File: src/rtl/i2c_bus_cond_detect_pkg.sv
// Shared types and default parameters for the I2C bus condition detector.
// Holds the bus ownership state enum and the synchroniser/filter default depths.
package i2c_bus_pkg;

   typedef enum logic {
      IDLE,
      BUSY
   } bus_state_t;

   localparam int I2C_SYNC_STAGES = 2;
   localparam int I2C_FILT_CYCLES = 3;

endpackage

File: src/rtl/i2c_bus_cond_detect_if.sv
// Bus-side signal bundle of the I2C condition detector.
// slave: detector view (pad levels in, filtered levels/pulses out); master: the driver/consumer view.
interface i2c_bus_cond_detect_if;

   logic SCL_IN;
   logic SDA_IN;
   logic SCL_F;
   logic SDA_F;
   logic SCL_RISE;
   logic SCL_FALL;
   logic START_DET;
   logic STOP_DET;
   logic BUS_BUSY;

   modport master (
      output SCL_IN, SDA_IN,
      input  SCL_F, SDA_F, SCL_RISE, SCL_FALL,
      input  START_DET, STOP_DET, BUS_BUSY
   );

   modport slave (
      input  SCL_IN, SDA_IN,
      output SCL_F, SDA_F, SCL_RISE, SCL_FALL,
      output START_DET, STOP_DET, BUS_BUSY
   );

endinterface

File: src/rtl/i2c_bus_cond_detect_line_filter.sv
// One I2C line: synchroniser, stable-count spike filter, filtered (f_o) and previous (p_o) levels.
// Ports: clk_i, rst_ni (async low), line_i (async pad level), f_o (filtered), p_o (f_o one cycle ago).
module i2c_line_filter
   import i2c_bus_pkg::*;
#(
   parameter int SYNC_STAGES = I2C_SYNC_STAGES,
   parameter int FILT_CYCLES = I2C_FILT_CYCLES
) (
   input  logic clk_i,
   input  logic rst_ni,
   input  logic line_i,
   output logic f_o,
   output logic p_o
);

   localparam int CNT_W = $clog2(FILT_CYCLES + 1);
   localparam logic [CNT_W-1:0] CNT_MAX = CNT_W'(FILT_CYCLES - 1);

   logic [SYNC_STAGES-1:0] sync_q;
   logic [SYNC_STAGES-1:0] sync_d;
   logic [CNT_W-1:0]       cnt_q;
   logic [CNT_W-1:0]       cnt_d;
   logic                   f_q;
   logic                   f_d;
   logic                   p_q;
   logic                   s;

   assign s      = sync_q[SYNC_STAGES-1];
   assign sync_d = {sync_q[SYNC_STAGES-2:0], line_i};

   // A new level is accepted only after FILT_CYCLES consecutive
   // samples that differ from the current filtered level.
   always_comb begin
      f_d   = f_q;
      cnt_d = cnt_q;
      if (s == f_q) begin
         cnt_d = '0;
      end else if (cnt_q == CNT_MAX) begin
         f_d   = s;
         cnt_d = '0;
      end else begin
         cnt_d = cnt_q + 1'b1;
      end
   end

   always_ff @(posedge clk_i or negedge rst_ni) begin
      if (!rst_ni) begin
         sync_q <= '1;
         cnt_q  <= '0;
         f_q    <= 1'b1;
         p_q    <= 1'b1;
      end else begin
         sync_q <= sync_d;
         cnt_q  <= cnt_d;
         f_q    <= f_d;
         p_q    <= f_q;
      end
   end

   assign f_o = f_q;
   assign p_o = p_q;

endmodule

File: src/rtl/i2c_bus_cond_detect.sv
// I2C bus condition detector: filtered SCL/SDA, SCL edge pulses, START/STOP pulses, bus busy flag.
// Ports: CLK, RSTN (async low), bus (slave modport: SCL_IN/SDA_IN in; SCL_F, SDA_F, pulses, BUS_BUSY out).
module i2c_bus_cond_detect
   import i2c_bus_pkg::*;
#(
   parameter int SYNC_STAGES = I2C_SYNC_STAGES,
   parameter int FILT_CYCLES = I2C_FILT_CYCLES
) (
   input  logic                  CLK,
   input  logic                  RSTN,
   i2c_bus_cond_detect_if.slave  bus
);

   logic scl_f;
   logic scl_p;
   logic sda_f;
   logic sda_p;

   logic rise_d;
   logic fall_d;
   logic start_d;
   logic stop_d;

   logic rise_q;
   logic fall_q;
   logic start_q;
   logic stop_q;

   bus_state_t state_q;
   bus_state_t state_d;

   i2c_line_filter #(
      .SYNC_STAGES (SYNC_STAGES),
      .FILT_CYCLES (FILT_CYCLES)
   ) u_scl (
      .clk_i  (CLK),
      .rst_ni (RSTN),
      .line_i (bus.SCL_IN),
      .f_o    (scl_f),
      .p_o    (scl_p)
   );

   i2c_line_filter #(
      .SYNC_STAGES (SYNC_STAGES),
      .FILT_CYCLES (FILT_CYCLES)
   ) u_sda (
      .clk_i  (CLK),
      .rst_ni (RSTN),
      .line_i (bus.SDA_IN),
      .f_o    (sda_f),
      .p_o    (sda_p)
   );

   // SCL must be high both before and after the SDA change, so an
   // SDA change coincident with an SCL edge is never a condition.
   assign rise_d  = scl_f & ~scl_p;
   assign fall_d  = ~scl_f & scl_p;
   assign start_d = sda_p & ~sda_f & scl_p & scl_f;
   assign stop_d  = ~sda_p & sda_f & scl_p & scl_f;

   always_comb begin
      state_d = state_q;
      unique case (state_q)
         IDLE: if (start_d) state_d = BUSY;
         BUSY: if (stop_d)  state_d = IDLE;
      endcase
   end

   always_ff @(posedge CLK or negedge RSTN) begin
      if (!RSTN) begin
         state_q <= IDLE;
      end else begin
         state_q <= state_d;
      end
   end

   always_ff @(posedge CLK or negedge RSTN) begin
      if (!RSTN) begin
         rise_q  <= 1'b0;
         fall_q  <= 1'b0;
         start_q <= 1'b0;
         stop_q  <= 1'b0;
      end else begin
         rise_q  <= rise_d;
         fall_q  <= fall_d;
         start_q <= start_d;
         stop_q  <= stop_d;
      end
   end

   assign bus.SCL_F     = scl_f;
   assign bus.SDA_F     = sda_f;
   assign bus.SCL_RISE  = rise_q;
   assign bus.SCL_FALL  = fall_q;
   assign bus.START_DET = start_q;
   assign bus.STOP_DET  = stop_q;
   assign bus.BUS_BUSY  = (state_q == BUSY);

endmodule

File: src/flat_wrapper.sv
// flat-port wrapper written by rule: the top's interface ports become plain ports
module i2c_bus_cond_detect_flat import i2c_bus_pkg::*;
#(
   parameter int SYNC_STAGES = I2C_SYNC_STAGES,
   parameter int FILT_CYCLES = I2C_FILT_CYCLES
)
  (CLK, RSTN, bus_SCL_IN, bus_SDA_IN, bus_SCL_F, bus_SDA_F, bus_SCL_RISE, bus_SCL_FALL, bus_START_DET, bus_STOP_DET, bus_BUS_BUSY);
  i2c_bus_cond_detect_if bus_i ();
  input  logic CLK;
  input  logic RSTN;
  input wire logic [$bits(bus_i.SCL_IN)-1:0] bus_SCL_IN;
  input wire logic [$bits(bus_i.SDA_IN)-1:0] bus_SDA_IN;
  output wire logic [$bits(bus_i.SCL_F)-1:0] bus_SCL_F;
  output wire logic [$bits(bus_i.SDA_F)-1:0] bus_SDA_F;
  output wire logic [$bits(bus_i.SCL_RISE)-1:0] bus_SCL_RISE;
  output wire logic [$bits(bus_i.SCL_FALL)-1:0] bus_SCL_FALL;
  output wire logic [$bits(bus_i.START_DET)-1:0] bus_START_DET;
  output wire logic [$bits(bus_i.STOP_DET)-1:0] bus_STOP_DET;
  output wire logic [$bits(bus_i.BUS_BUSY)-1:0] bus_BUS_BUSY;
  assign bus_i.SCL_IN = bus_SCL_IN;
  assign bus_i.SDA_IN = bus_SDA_IN;
  assign bus_SCL_F = bus_i.SCL_F;
  assign bus_SDA_F = bus_i.SDA_F;
  assign bus_SCL_RISE = bus_i.SCL_RISE;
  assign bus_SCL_FALL = bus_i.SCL_FALL;
  assign bus_START_DET = bus_i.START_DET;
  assign bus_STOP_DET = bus_i.STOP_DET;
  assign bus_BUS_BUSY = bus_i.BUS_BUSY;
  i2c_bus_cond_detect #(.SYNC_STAGES(SYNC_STAGES), .FILT_CYCLES(FILT_CYCLES)) u_core (.CLK(CLK), .RSTN(RSTN), .bus(bus_i));
endmodule
File: config.mk
export PLATFORM = sky130hd
export DESIGN_NAME = i2c_bus_cond_detect_flat
export DESIGN_NICKNAME = d
export VERILOG_FILES = /design/src/rtl/i2c_bus_cond_detect_pkg.sv /design/src/rtl/i2c_bus_cond_detect_if.sv /design/src/rtl/i2c_bus_cond_detect_line_filter.sv /design/src/rtl/i2c_bus_cond_detect.sv /design/src/flat_wrapper.sv
export SDC_FILE = /design/constraint.sdc
export NUM_CORES = 1
export LEC_CHECK = 0
export CORE_AREA = 2 2 39 41
export DETAILED_ROUTE_END_ITERATION = 6
export DIE_AREA = 0 0 41 43
export DONT_BUFFER_PORTS = 1
export GPL_TIMING_DRIVEN = 0
export PLACE_DENSITY = 0.62
export RECOVER_POWER = 100
export SLEW_MARGIN = 20
export SYNTH_ARGS = -nofsm -noshare
export SYNTH_HDL_FRONTEND = slang
export SYNTH_SLANG_ARGS = --single-unit
File: constraint.sdc
create_clock -name CLK -period 0.9 [get_ports CLK]
set_input_delay 0.09 -clock CLK [delete_from_list [all_inputs] [get_ports CLK]]
set_output_delay 0.09 -clock CLK [all_outputs]
set_load 0.01 [all_outputs]
==> reports/qor.yml <==
worst_path_largest_cell_delay_ns: 0.63
multi_input_area_sq_um: 135
io_buffers: 0
crit_chain: "buf_2, and4_1"
coreArea_sq_um: 1380
clockRootBuffer: "clkbuf_4"
ys_types: 15
cellLeakagePower_uw: 0.000281
antenna_left: 0
totalWireLength_um: 722
synth_area_per_cell_sq_um: 15.3
cpMaxStageDelayCell: "dfstp_2"
critical_path_class: "reg2reg"
hold_viol_final: 9
drc: 0
diodes: 0
cp-end-kind: "flop"
die_w_um: 41
vdd.ir_drop.worst_uv: 1020
clock_path_buffers: 2
drive_above_1_share: 0.422
drt_iter0_markers: 1
tns_ns: -0.936
fin_util: 0.472
required_ns: 1.11
power_density_nw_per_um2: 3320
cts_hold_buf: 3
grt_antenna_before_repair: 0
ys_warn_count: 0
gp_congestion: 0.616
switching_share: 0.314
instances_no_fill: 61
pwr-share-comb: 0.192
fin_crit_sh: 1.13
insertion_delay_ns: 0.27
grt_pass1_vias: 326
final_common_cell: "dfrtp_1"
power.share.clock: 0.171
finalCriticalPeriod_ns: 1.02
dp_cells: 53
seq_area_frac_synth: 0.770
fmax_mhz: 981
grt_usage: 0.112
ff2ff_setup_slack_ns: -0.12
start_kind: "flop"
placed_cell_area_sq_um: 591
grt_max_degree: 18
min_path_type: "in2async"
synth_cells: 37
cts_made_buffers: 3
violations: "hold timing, setup timing"
p_switching_uw: 681
grt.overflow.total: 0
final_nets: 50
p_seq_frac: 0.637
vias: 302
die_area_sq_um: 1760
seq_area_sq_um: 435
layout_common_cells: "dfrtp_1 (9), dfstp_2 (8), nor3_1 (3), clkbuf_4 (3)"
finalSetupViolCount: 12
synthesis.area_sq_um: 566
cpLargestDelayFamily: "flip-flops"
htree_levels: 1
area_growth_pct: 15.5
n_fill_cell: 127
vias_per_cell: 4.95
critPathMaxFanout: 6
routedWlPerCell_um: 11.8
cts_tree: "built"
floorplan.initialDensity: 0.409
grt_pass1_wl_mm: 1.30
hold_slack_ns: -0.112
ioPinCount: 11
die_h_um: 43
rows: 14
synth_fp_nets: 41
final_area_sq_um: 653
worst_slew_pin_slew_ns: 0.834
drv_cap: 0
synth-seq-cells: 17
p_int_uw: 1490
slew_headroom: 0.444
critPathBufInv: 1
drt_pass1_iterations: 2
cp.arrival_ns: 1.23
clk_pin_slew_ns: 0.09
clock-sinks: 17
finClkSkew_ns: 0.00149
rsz0062_at_grt: "yes"
fin_ws_ns: -0.120
status: "complete, but fails checks"
finalMaxSlewViolations: 0
[power by group through the flow]
stage	combinational, uW	sequential (uW)	clock, uW
after global placement	313	1380	0
after detailed placement	341	1410	0
after floorplan	300	1340	0
after global routing	464	1430	441
after CTS	427	1390	388
final	417	1380	372
[state kept, by name, summed over array words and instances (netlist names)]
| signal | count |
|---|---|
| u_core.u_scl.p_o | 1 |
| u_core.u_scl.sync_q | 2 |
| u_core.u_scl.cnt_q | 2 |
| u_core.u_sda.sync_q | 2 |
| u_core.u_scl.f_o | 1 |
| u_core.bus.START_DET | 1 |
| u_core.bus.SCL_RISE | 1 |
| u_core.bus.SCL_FALL | 1 |
| u_core.bus.BUS_BUSY | 1 |
| u_core.u_sda.f_o | 1 |
| u_core.u_sda.cnt_q | 2 |
| u_core.bus.STOP_DET | 1 |
| u_core.u_sda.p_o | 1 |
[Yosys cell counts]
library cell | instances | area (sq um)
nor2_1 | 2 | 7.51
nand3_1 | 1 | 5.00
dfrtp_1 | 9 | 225
a31oi_1 | 1 | 6.26
mux2_2 | 1 | 11.3
nor3_1 | 3 | 15.0
dfstp_2 | 8 | 210
inv_1 | 2 | 7.51
nor2b_1 | 2 | 12.5
a31o_2 | 1 | 8.76
nor3b_2 | 1 | 12.5
and2b_1 | 1 | 7.51
a21oi_1 | 2 | 10.0
xnor2_1 | 2 | 17.5
and4_1 | 1 | 8.76
[layer usage]
metal	global-route usage	up-vias	wire length [um]	share of wire
met1	0.123	150	284	0.39
met4	0.0600	0	4	0.0055
li1	-	141	-	-
met3	0.0314	2	42	0.058
met5	0	-	0	0
met2	0.181	9	391	0.54
[through the flow]
step	worst slack, ns	hold slack (ns)	power [uW]
final	-0.120	-0.112	2170
after global routing	-0.164	-0.0328	2340
after CTS	-0.128	0.328	2210
after detailed placement	-0.149	-0.205	1750
after global placement	-0.106	-0.205	1690
after floorplan	-0.0651	-0.206	1640
[final timing paths]
kind,from,endpoint,cells after the start
worst max-delay path,u_core.u_scl.f_o$_DFFE_PN1P_,u_core.bus.START_DET$_DFF_PN0_,2
worst min-delay path,RSTN,u_core.u_scl.cnt_q[1]$_DFF_PN0_,1
worst max register to register,u_core.u_scl.f_o$_DFFE_PN1P_,u_core.bus.START_DET$_DFF_PN0_,2
worst min register to register,u_core.u_sda.sync_q[0]$_DFF_PN1_,u_core.u_sda.sync_q[1]$_DFF_PN1_,0
max in group asynchronous,RSTN,u_core.u_sda.cnt_q[1]$_DFF_PN0_,1
min in group CLK,bus_SCL_IN,u_core.u_scl.sync_q[0]$_DFF_PN1_,1
[repair_timing]
action / CTS / global route
resized for setup: 4 / 1
endpoints found under the setup margin: 12 / 22
pin swaps: 1 / 0
endpoints found under the hold margin: 19 / 9
setup buffers: 1 / 0
[logic make-up (layout without fill, tap and decap cells)]
logic type,after synthesis,in the layout,synth area share
buffers and inverters,2,10,0.0133
DFF,17,17,0.770
xor gates and xnor gates,2,2,0.0310
muxes,1,1,0.0199
AOI/OAI and AO/OA,4,4,0.0443
and+or+nand+nor,11,11,0.122
[final cells by class]
type / count / area share
flip-flops and latches: 17 / 0.667
multi-input cells: 18 / 0.207
repair buffers: 4 / 0.0441
clock buffers: 4 / 0.0402
well taps: 16 / 0.0307
inverters: 2 / 0.0115
No activity file was read; power rests on OpenSTA's default activity.
